[config.mk]
export PLATFORM = sky130hd
export DESIGN_NAME = mc_ctrl_fsm
export DESIGN_NICKNAME = d
export VERILOG_FILES = /design/src/rtl/mc_ctrl_fsm.sv
export SDC_FILE = /design/constraint.sdc
export NUM_CORES = 1
export LEC_CHECK = 0
export BUFFER_PORTS_ARGS = -buffer_cell sky130_fd_sc_hd__buf_4
export CORE_UTILIZATION = 42
export DETAILED_ROUTE_END_ITERATION = 8
export PLACE_DENSITY = 0.9
export SYNTH_ARGS = -nofsm -noshare
export SYNTH_HDL_FRONTEND = slang
export SYNTH_SLANG_ARGS = --single-unit
[constraint.sdc]
create_clock -name clk -period 2.2 [get_ports clk]
set_clock_uncertainty 0.2 [all_clocks]
set_input_delay 0.44 -clock clk [delete_from_list [all_inputs] [get_ports clk]]
set_output_delay 0.44 -clock clk [all_outputs]
set_load 0.01 [all_outputs]
[src/rtl/mc_ctrl_fsm.sv]
// Multicycle MIPS control FSM with mem_req/mem_ready handshake, BNE/LUI/BREAK decode and trap states.
// Optional memory-timeout trap is built when MC_CTRL_TIMEOUT_EN is defined.
module mc_ctrl_fsm #(
   parameter int unsigned OP_W        = 6,
   parameter int unsigned STATE_W     = 6,
   parameter int unsigned MEM_TIMEOUT = 16
) (
   input  logic               clk,
   input  logic               reset,
   input  logic [OP_W-1:0]    op,
   input  logic [OP_W-1:0]    funct,
   input  logic               mem_ready,
   output logic               mem_req,
   output logic               mem_write,
   output logic               iord,
   output logic               ir_write,
   output logic               pc_write,
   output logic               pc_write_cond,
   output logic               branch_ne,
   output logic [1:0]         pc_source,
   output logic [2:0]         alu_op,
   output logic               alu_src_a,
   output logic [1:0]         alu_src_b,
   output logic               a_write,
   output logic               b_write,
   output logic               alu_out_load,
   output logic               reg_write,
   output logic               reg_dst,
   output logic [1:0]         mem_to_reg,
   output logic               brk,
   output logic               illegal,
   output logic               mem_timeout,
   output logic [STATE_W-1:0] state_out
);

   typedef enum logic [3:0] {
      S_RESET    = 4'd0,
      S_FETCH    = 4'd1,
      S_DECODE   = 4'd2,
      S_EXEC_R   = 4'd3,
      S_ALU_WB   = 4'd4,
      S_MEM_ADDR = 4'd5,
      S_LW_READ  = 4'd6,
      S_LW_WB    = 4'd7,
      S_SW_WRITE = 4'd8,
      S_BEQ      = 4'd9,
      S_BNE      = 4'd10,
      S_JUMP     = 4'd11,
      S_LUI      = 4'd12,
      S_HALT     = 4'd13,
      S_TRAP     = 4'd14
   } state_t;

   localparam logic [OP_W-1:0] OP_R     = OP_W'(6'h00);
   localparam logic [OP_W-1:0] OP_J     = OP_W'(6'h02);
   localparam logic [OP_W-1:0] OP_BEQ   = OP_W'(6'h04);
   localparam logic [OP_W-1:0] OP_BNE   = OP_W'(6'h05);
   localparam logic [OP_W-1:0] OP_LUI   = OP_W'(6'h0F);
   localparam logic [OP_W-1:0] OP_LW    = OP_W'(6'h23);
   localparam logic [OP_W-1:0] OP_SW    = OP_W'(6'h2B);
   localparam logic [OP_W-1:0] FN_BREAK = OP_W'(6'h0D);

   if (MEM_TIMEOUT < 2) begin : g_bad_cfg
      $error("mc_ctrl_fsm: MEM_TIMEOUT must be at least 2");
   end

   state_t state_q;
   state_t state_d;
   logic   to_fire;
   logic   to_cause;

   always_ff @(posedge clk) begin
      if (!reset) state_q <= S_RESET;
      else        state_q <= state_d;
   end

`ifdef MC_CTRL_TIMEOUT_EN
   localparam int unsigned CNT_W = (MEM_TIMEOUT < 2) ? 1 : $clog2(MEM_TIMEOUT);

   logic [CNT_W-1:0] wait_cnt;
   logic             to_cause_q;
   logic             in_wait;

   assign in_wait = (state_q == S_FETCH) || (state_q == S_LW_READ) || (state_q == S_SW_WRITE);
   assign to_fire = in_wait && !mem_ready && (wait_cnt == CNT_W'(MEM_TIMEOUT - 1));

   // Any state change clears the count, so every wait state is entered at zero.
   always_ff @(posedge clk) begin
      if (!reset || (state_d != state_q)) wait_cnt <= '0;
      else if (in_wait && !mem_ready)     wait_cnt <= wait_cnt + CNT_W'(1);
   end

   always_ff @(posedge clk) begin
      if (!reset)       to_cause_q <= 1'b0;
      else if (to_fire) to_cause_q <= 1'b1;
   end

   assign to_cause    = to_cause_q;
   assign mem_timeout = to_cause_q;
`else
   assign to_fire     = 1'b0;
   assign to_cause    = 1'b0;
   assign mem_timeout = 1'b0;
`endif

   assign state_out = STATE_W'(state_q);

   always_comb begin
      state_d       = state_q;
      mem_req       = 1'b0;
      mem_write     = 1'b0;
      iord          = 1'b0;
      ir_write      = 1'b0;
      pc_write      = 1'b0;
      pc_write_cond = 1'b0;
      branch_ne     = 1'b0;
      pc_source     = 2'b00;
      alu_op        = 3'b000;
      alu_src_a     = 1'b0;
      alu_src_b     = 2'b00;
      a_write       = 1'b0;
      b_write       = 1'b0;
      alu_out_load  = 1'b0;
      reg_write     = 1'b0;
      reg_dst       = 1'b0;
      mem_to_reg    = 2'b00;
      brk           = 1'b0;
      illegal       = 1'b0;

      case (state_q)
         S_RESET: state_d = S_FETCH;

         S_FETCH: begin
            mem_req   = 1'b1;
            alu_src_b = 2'b01;
            if (mem_ready) begin
               ir_write = 1'b1;
               pc_write = 1'b1;
               state_d  = S_DECODE;
            end else if (to_fire) begin
               state_d = S_TRAP;
            end
         end

         S_DECODE: begin
            a_write      = 1'b1;
            b_write      = 1'b1;
            alu_out_load = 1'b1;
            alu_src_b    = 2'b11;
            if (op == OP_R)                      state_d = (funct == FN_BREAK) ? S_HALT : S_EXEC_R;
            else if (op == OP_LW || op == OP_SW) state_d = S_MEM_ADDR;
            else if (op == OP_BEQ)               state_d = S_BEQ;
            else if (op == OP_BNE)               state_d = S_BNE;
            else if (op == OP_J)                 state_d = S_JUMP;
            else if (op == OP_LUI)               state_d = S_LUI;
            else                                 state_d = S_TRAP;
         end

         S_EXEC_R: begin
            alu_src_a    = 1'b1;
            alu_op       = 3'b010;
            alu_out_load = 1'b1;
            state_d      = S_ALU_WB;
         end

         S_ALU_WB: begin
            reg_write = 1'b1;
            reg_dst   = 1'b1;
            state_d   = S_FETCH;
         end

         S_MEM_ADDR: begin
            alu_src_a    = 1'b1;
            alu_src_b    = 2'b10;
            alu_out_load = 1'b1;
            state_d      = (op == OP_SW) ? S_SW_WRITE : S_LW_READ;
         end

         S_LW_READ: begin
            mem_req = 1'b1;
            iord    = 1'b1;
            if (mem_ready)    state_d = S_LW_WB;
            else if (to_fire) state_d = S_TRAP;
         end

         S_LW_WB: begin
            reg_write  = 1'b1;
            mem_to_reg = 2'b01;
            state_d    = S_FETCH;
         end

         S_SW_WRITE: begin
            mem_req   = 1'b1;
            mem_write = 1'b1;
            iord      = 1'b1;
            if (mem_ready)    state_d = S_FETCH;
            else if (to_fire) state_d = S_TRAP;
         end

         S_BEQ, S_BNE: begin
            alu_src_a     = 1'b1;
            alu_op        = 3'b001;
            pc_write_cond = 1'b1;
            pc_source     = 2'b01;
            branch_ne     = (state_q == S_BNE);
            state_d       = S_FETCH;
         end

         S_JUMP: begin
            pc_write  = 1'b1;
            pc_source = 2'b10;
            state_d   = S_FETCH;
         end

         S_LUI: begin
            reg_write  = 1'b1;
            mem_to_reg = 2'b10;
            state_d    = S_FETCH;
         end

         S_HALT: brk = 1'b1;

         S_TRAP: illegal = !to_cause;

         default: state_d = S_RESET;
      endcase
   end

endmodule

### Word-level counts from Yosys, hierarchy flattened

Cells that the tools add are included.

* register bits after elaboration: 4
* bits of input ports: 15

* equal/unequal tests: 24
* muxes and demuxes: 31
* bitwise logic cells: 1
* reductions and logical operators: 12

Operators by type and width (count)
* $pmux 4 s8: 1
* $eq 4x4->1 const B: 7
* $mux 4: 7
* $eq 4x3->1 const B: 4
* $mux 1: 14
* $eq 6x3->1 const B: 2
* $eq 6x4->1 const B: 2
* $eq 6x6->1 const B: 2
* $pmux 2 s2: 3
* $mux 3: 3
* $reduce_or 3->1: 3
* $eq 4x2->1 const B: 2
* $reduce_or 7->1: 1
* $eq 6x2->1 const B: 1
* $logic_not 6->1: 1
* $ne 2x2->1 const B: 3
* $pmux 2 s3: 1
* $reduce_or 2->1: 3
* $eq 4x1->1 const B: 1
* $logic_not 4->1: 1
* $reduce_and 4->1: 1
* $reduce_or 4->1: 1
* $mux 2: 1
* $pmux 1 s2: 1
* other kinds (2): 2

### Depth between registers and ports, before layout

* depth after elaboration: 8
* gate-level depth with buffers: 6
* gate-level depth less buffers: 5

### Worst setup path after synthesis

Ideal clock, no wire load.

* path kind: flip-flop to output port
* start: register state_q[3]
* end: output port alu_src_a
* arrival time: 1.298 ns
* data required time: 1.560 ns
* slack: 0.262 ns
* stages on the path, launching flop included: 6
* path buffers: 2
* cell sequence: dfxtp_1 -> buf_4 -> clkbuf_1 -> a21oi_1 -> a211o_1 -> o21ai_0

* longest elaborated chain between the ends: 3
* elaborated cells between the ends (all ways): 6

RTL lines
* start, declared: line 67 `state_t state_q;`
* start signal, assigned: line 74 `else state_q <= state_d;`
* $eq 4x4->1, or another cell as far along: line 130 `case (state_q)`
* $reduce_or 4->1 (no source line) (*)
* $mux 1 (*): line 130
* end, declared: line 22 `output logic alu_src_a,`

Mark *: on every way between the ends. The rest lies on a longest branch, timed or not.

### Final worst setup path

* start: register state_q[2]
* end: output port mem_req

* longest elaborated chain between the ends: 3
* elaborated cells between the ends (all ways): 5

RTL lines
* $eq 4x4->1, or another cell as far along: line 130
* $reduce_or 3->1 (no source line) (*)
* $mux 1 (*): line 130
* end, declared: line 13 `output logic mem_req,`

Marks and branches as above.

==> summary.json <==
{
  "timing.max_cap.violations": {"value": 0},
  "postSynthAreaPerCell": {"value": 6.27, "unit": "sq um"},
  "antenna_found_initial": {"value": 0},
  "finish.utilization": {"value": 0.673},
  "crit_path_start": {"value": "state_q[2]$_SDFFE_PN0P_"},
  "filler_cell_count": {"value": 127},
  "timing.hold.worst_path_depth": {"value": 3},
  "leakage": {"value": 0.482, "unit": "nW"},
  "critPathLaunchType": {"value": "flip-flop"},
  "setup_tns": {"value": 0, "unit": "ns"},
  "met3_demand_to_capacity_share_in_global_routing": {"value": 0.0542},
  "power.density_cell_area": {"value": 426, "unit": "nW/um^2"},
  "drtPass1Iterations": {"value": 6},
  "synth-warning-count": {"value": 0},
  "synthesis.instances": {"value": 115},
  "critical_path_arrival": {"value": 1.50, "unit": "ns"},
  "mostFrequentLayoutCells": {"value": "buf_4, nor2_1, a21oi_1"},
  "fmaxAchievable": {"value": 467, "unit": "MHz"},
  "finalWorstPathRequiredPeriod": {"value": 2.14, "unit": "ns"},
  "ctsLongestPathBuffers": {"value": 2},
  "postSynth.asyncResetShare": {"value": 0},
  "register_to_register_path_depth": {"value": 5},
  "grt_pass1_wl": {"value": 3640, "unit": "um"},
  "design.final.nets": {"value": 171},
  "number_of_flip_flops_under_the_largest_register_name": {"value": 4},
  "cts_tree": {"value": "done"},
  "register_ranked_first_by_flip_flop_count": {"value": "state_q"},
  "numCtsBuffers": {"value": 3},
  "drive_gt1_frac": {"value": 0.370},
  "timing.final.crit_share": {"value": 0.974},
  "hold_buffers": {"value": 0},
  "drt-initial-drc-count": {"value": 48},
  "status": {"value": "finished with violations"},
  "timing.critical_path.to_type": {"value": "primary output"},
  "routed_wire_length_per_instance": {"value": 13.9, "unit": "um"},
  "top_regs": {"value": "state_q: 4 flops"},
  "number_of_global_route_vias_before_repair": {"value": 861},
  "placement.io_buffers": {"value": 41},
  "grt_max_degree": {"value": 16},
  "ant_nets": {"value": 0},
  "timing_max_transition_violations_final": {"value": 0},
  "std_cell_rows": {"value": 14},
  "critPathKind": {"value": "reg2out"},
  "syn2layout_area_growth": {"value": 45.5, "unit": "%"},
  "min_path_type": {"value": "in2reg"},
  "final_common_cell": {"value": "buf_4"},
  "rr_startpoint": {"value": "state_q[2]$_SDFFE_PN0P_"},
  "cp_max_fo": {"value": 7},
  "globalRoute.busiestLayer": {"value": "met2"},
  "core-area": {"value": 1560, "unit": "sq um"},
  "ioPinCount": {"value": 46},
  "die_outline_width": {"value": 43.4, "unit": "um"},
  "worst_hold_startpoint": {"value": "reset"},
  "antenna_cells": {"value": 0},
  "worst_hold_slack": {"value": 0.244, "unit": "ns"},
  "synth-edff-count": {"value": 0},
  "global_route.overflow_total": {"value": 0},
  "route.detailed.vias_per_inst": {"value": 6.08},
  "place_hpwl": {"value": 1830, "unit": "um"},
  "post-route-drc-count": {"value": 8},
  "route.vias.total": {"value": 1034},
  "met1_use_gr": {"value": 0.322},
  "worst_skew_pair.late_latency": {"value": 0.24, "unit": "ns"},
  "setup_viol_count_final": {"value": 0},
  "clock_sinks": {"value": 4},
  "met2_usage": {"value": 0.418},
  "place_congestion": {"value": 0.824},
  "synth_flop_cell": {"value": "dfxtp_1"},
  "floorplan.die.height": {"value": 43.4, "unit": "um"},
  "synth.ff_latch_count": {"value": 4},
  "post_synth_instance_area": {"value": 721, "unit": "sq um"},
  "clockRootBuffer": {"value": "clkbuf_4"},
  "final-hold-violation-count": {"value": 0},
  "synth.distinct_cells": {"value": 41},
  "clock_pin_slew_on_the_worst_setup_and_hold_paths": {"value": 0.04, "unit": "ns"},
  "r2r_slack": {"value": 0.43, "unit": "ns"},
  "die-area": {"value": 1890, "unit": "sq um"},
  "required_worst_endpoint": {"value": 1.56, "unit": "ns"},
  "violated_checks": {"value": "design-rule violations"},
  "effective_utilization_at_floorplan": {"value": 0.462},
  "grt_use_total": {"value": 0.250},
  "rsz0062_at_grt": {"value": "no"},
  "drt-total-wl": {"value": 2360, "unit": "um"},
  "worst_hold_path_endpoint": {"value": "state_q[3]$_SDFFE_PN0P_"},
  "cts_htree_levels": {"value": 1},
  "power.ir.vdd_worst": {"value": 0.233, "unit": "mV"},
  "regToRegEndpoint": {"value": "state_q[2]$_SDFFE_PN0P_"},
  "synth_sequential_area_ratio": {"value": 0.111}
}
-- critical path, cell delays in order, from the launching register on --
cell and delay [ns]:
dfxtp_1 0.45, nand2b_2 0.25, nor2_1 0.09, a21oi_1 0.12, nor2_1 0.07, a21o_1 0.16, buf_4 0.14
-- Yosys cell counts, drive strengths merged (2+ instances only) --
cell type | n | area share
buf | 12 | 0.10
a2111oi | 2 | 0.033
o21ai | 8 | 0.056
o211ai | 2 | 0.021
clkbuf | 2 | 0.010
nor3 | 8 | 0.071
a21oi | 11 | 0.076
a21boi | 3 | 0.031
nand2b | 8 | 0.073
inv | 4 | 0.021
nand4 | 2 | 0.017
nand3 | 3 | 0.021
nand3b | 2 | 0.021
a31oi | 2 | 0.017
nor2 | 15 | 0.078
dfxtp | 4 | 0.11
or2 | 3 | 0.026
nand2 | 8 | 0.042
-- layout make-up --
type	instances	area, sq um	share of cell area
tap	16	20.0	0.0191
multi-input combinational	96	554	0.529
timing repair buffer	47	353	0.337
clock buffer	3	22.5	0.0215
inverter	4	15.0	0.0143
sequential	4	83.8	0.0800
-- report_power, final --
group | internal, mW | switching, mW | leakage (nW) | total (mW)
Sequential | 0.0815 | 0.0184 | 0.0339 | 0.100
Combinational | 0.122 | 0.130 | 0.434 | 0.252
Clock | 0.0613 | 0.0338 | 0.0138 | 0.0951
Total | 0.265 | 0.182 | 0.482 | 0.447
-- per-stage QoR --
step / std cells / power, mW / instance area [sq um] / setup WS, ns
2_1_floorplan: 118 / 0.242 / 732 / 0.262
3_3_place_gp: 167 / 0.340 / 1020 / 0.288
3_5_place_dp: 167 / 0.348 / 1020 / 0.292
4_1_cts: 170 / 0.443 / 1040 / 0.0292
5_1_grt: 170 / 0.473 / 1050 / 0.00165
6_report: 170 / 0.447 / 1050 / 0.0566
-- cell families (layout without fill, tap and decap cells) --
| family | after synthesis | after routing | share of synthesized area |
|---|---|---|---|
| XOR/XNOR | 1 | 1 | 0.0122 |
| AND/OR/NAND/NOR | 54 | 54 | 0.396 |
| flip-flops | 4 | 4 | 0.111 |
| other | 1 | 4 | 0.00520 |
| multiplexers | 1 | 1 | 0.0139 |
| buffers and inverters | 18 | 54 | 0.135 |
| AO/OA/AOI/OAI | 36 | 36 | 0.326 |
-- timing repair --
action                                  4_1_cts  5_1_grt
hold endpoints to repair                      0        0
resized for setup                             0        3
endpoints found under the setup margin        0       12
setup buffers                                 0        0
-- how the worst max path moves through the flow --
stage,end,cells after the start
floorplan,alu_src_a,5
CTS,alu_src_b[1],5
finish,mem_req,6
detailed placement,mem_req,6
global placement,mem_req,6
global route,mem_req,6
-- metal layers --
layer | up-vias | part of all wire
met3 | 4 | 0.081
met4 | 0 | 0.0081
met5 | - | 0
met2 | 59 | 0.49
met1 | 486 | 0.42
li1 | 485 | -
Note: power is estimated with default switching activity, not from simulation.
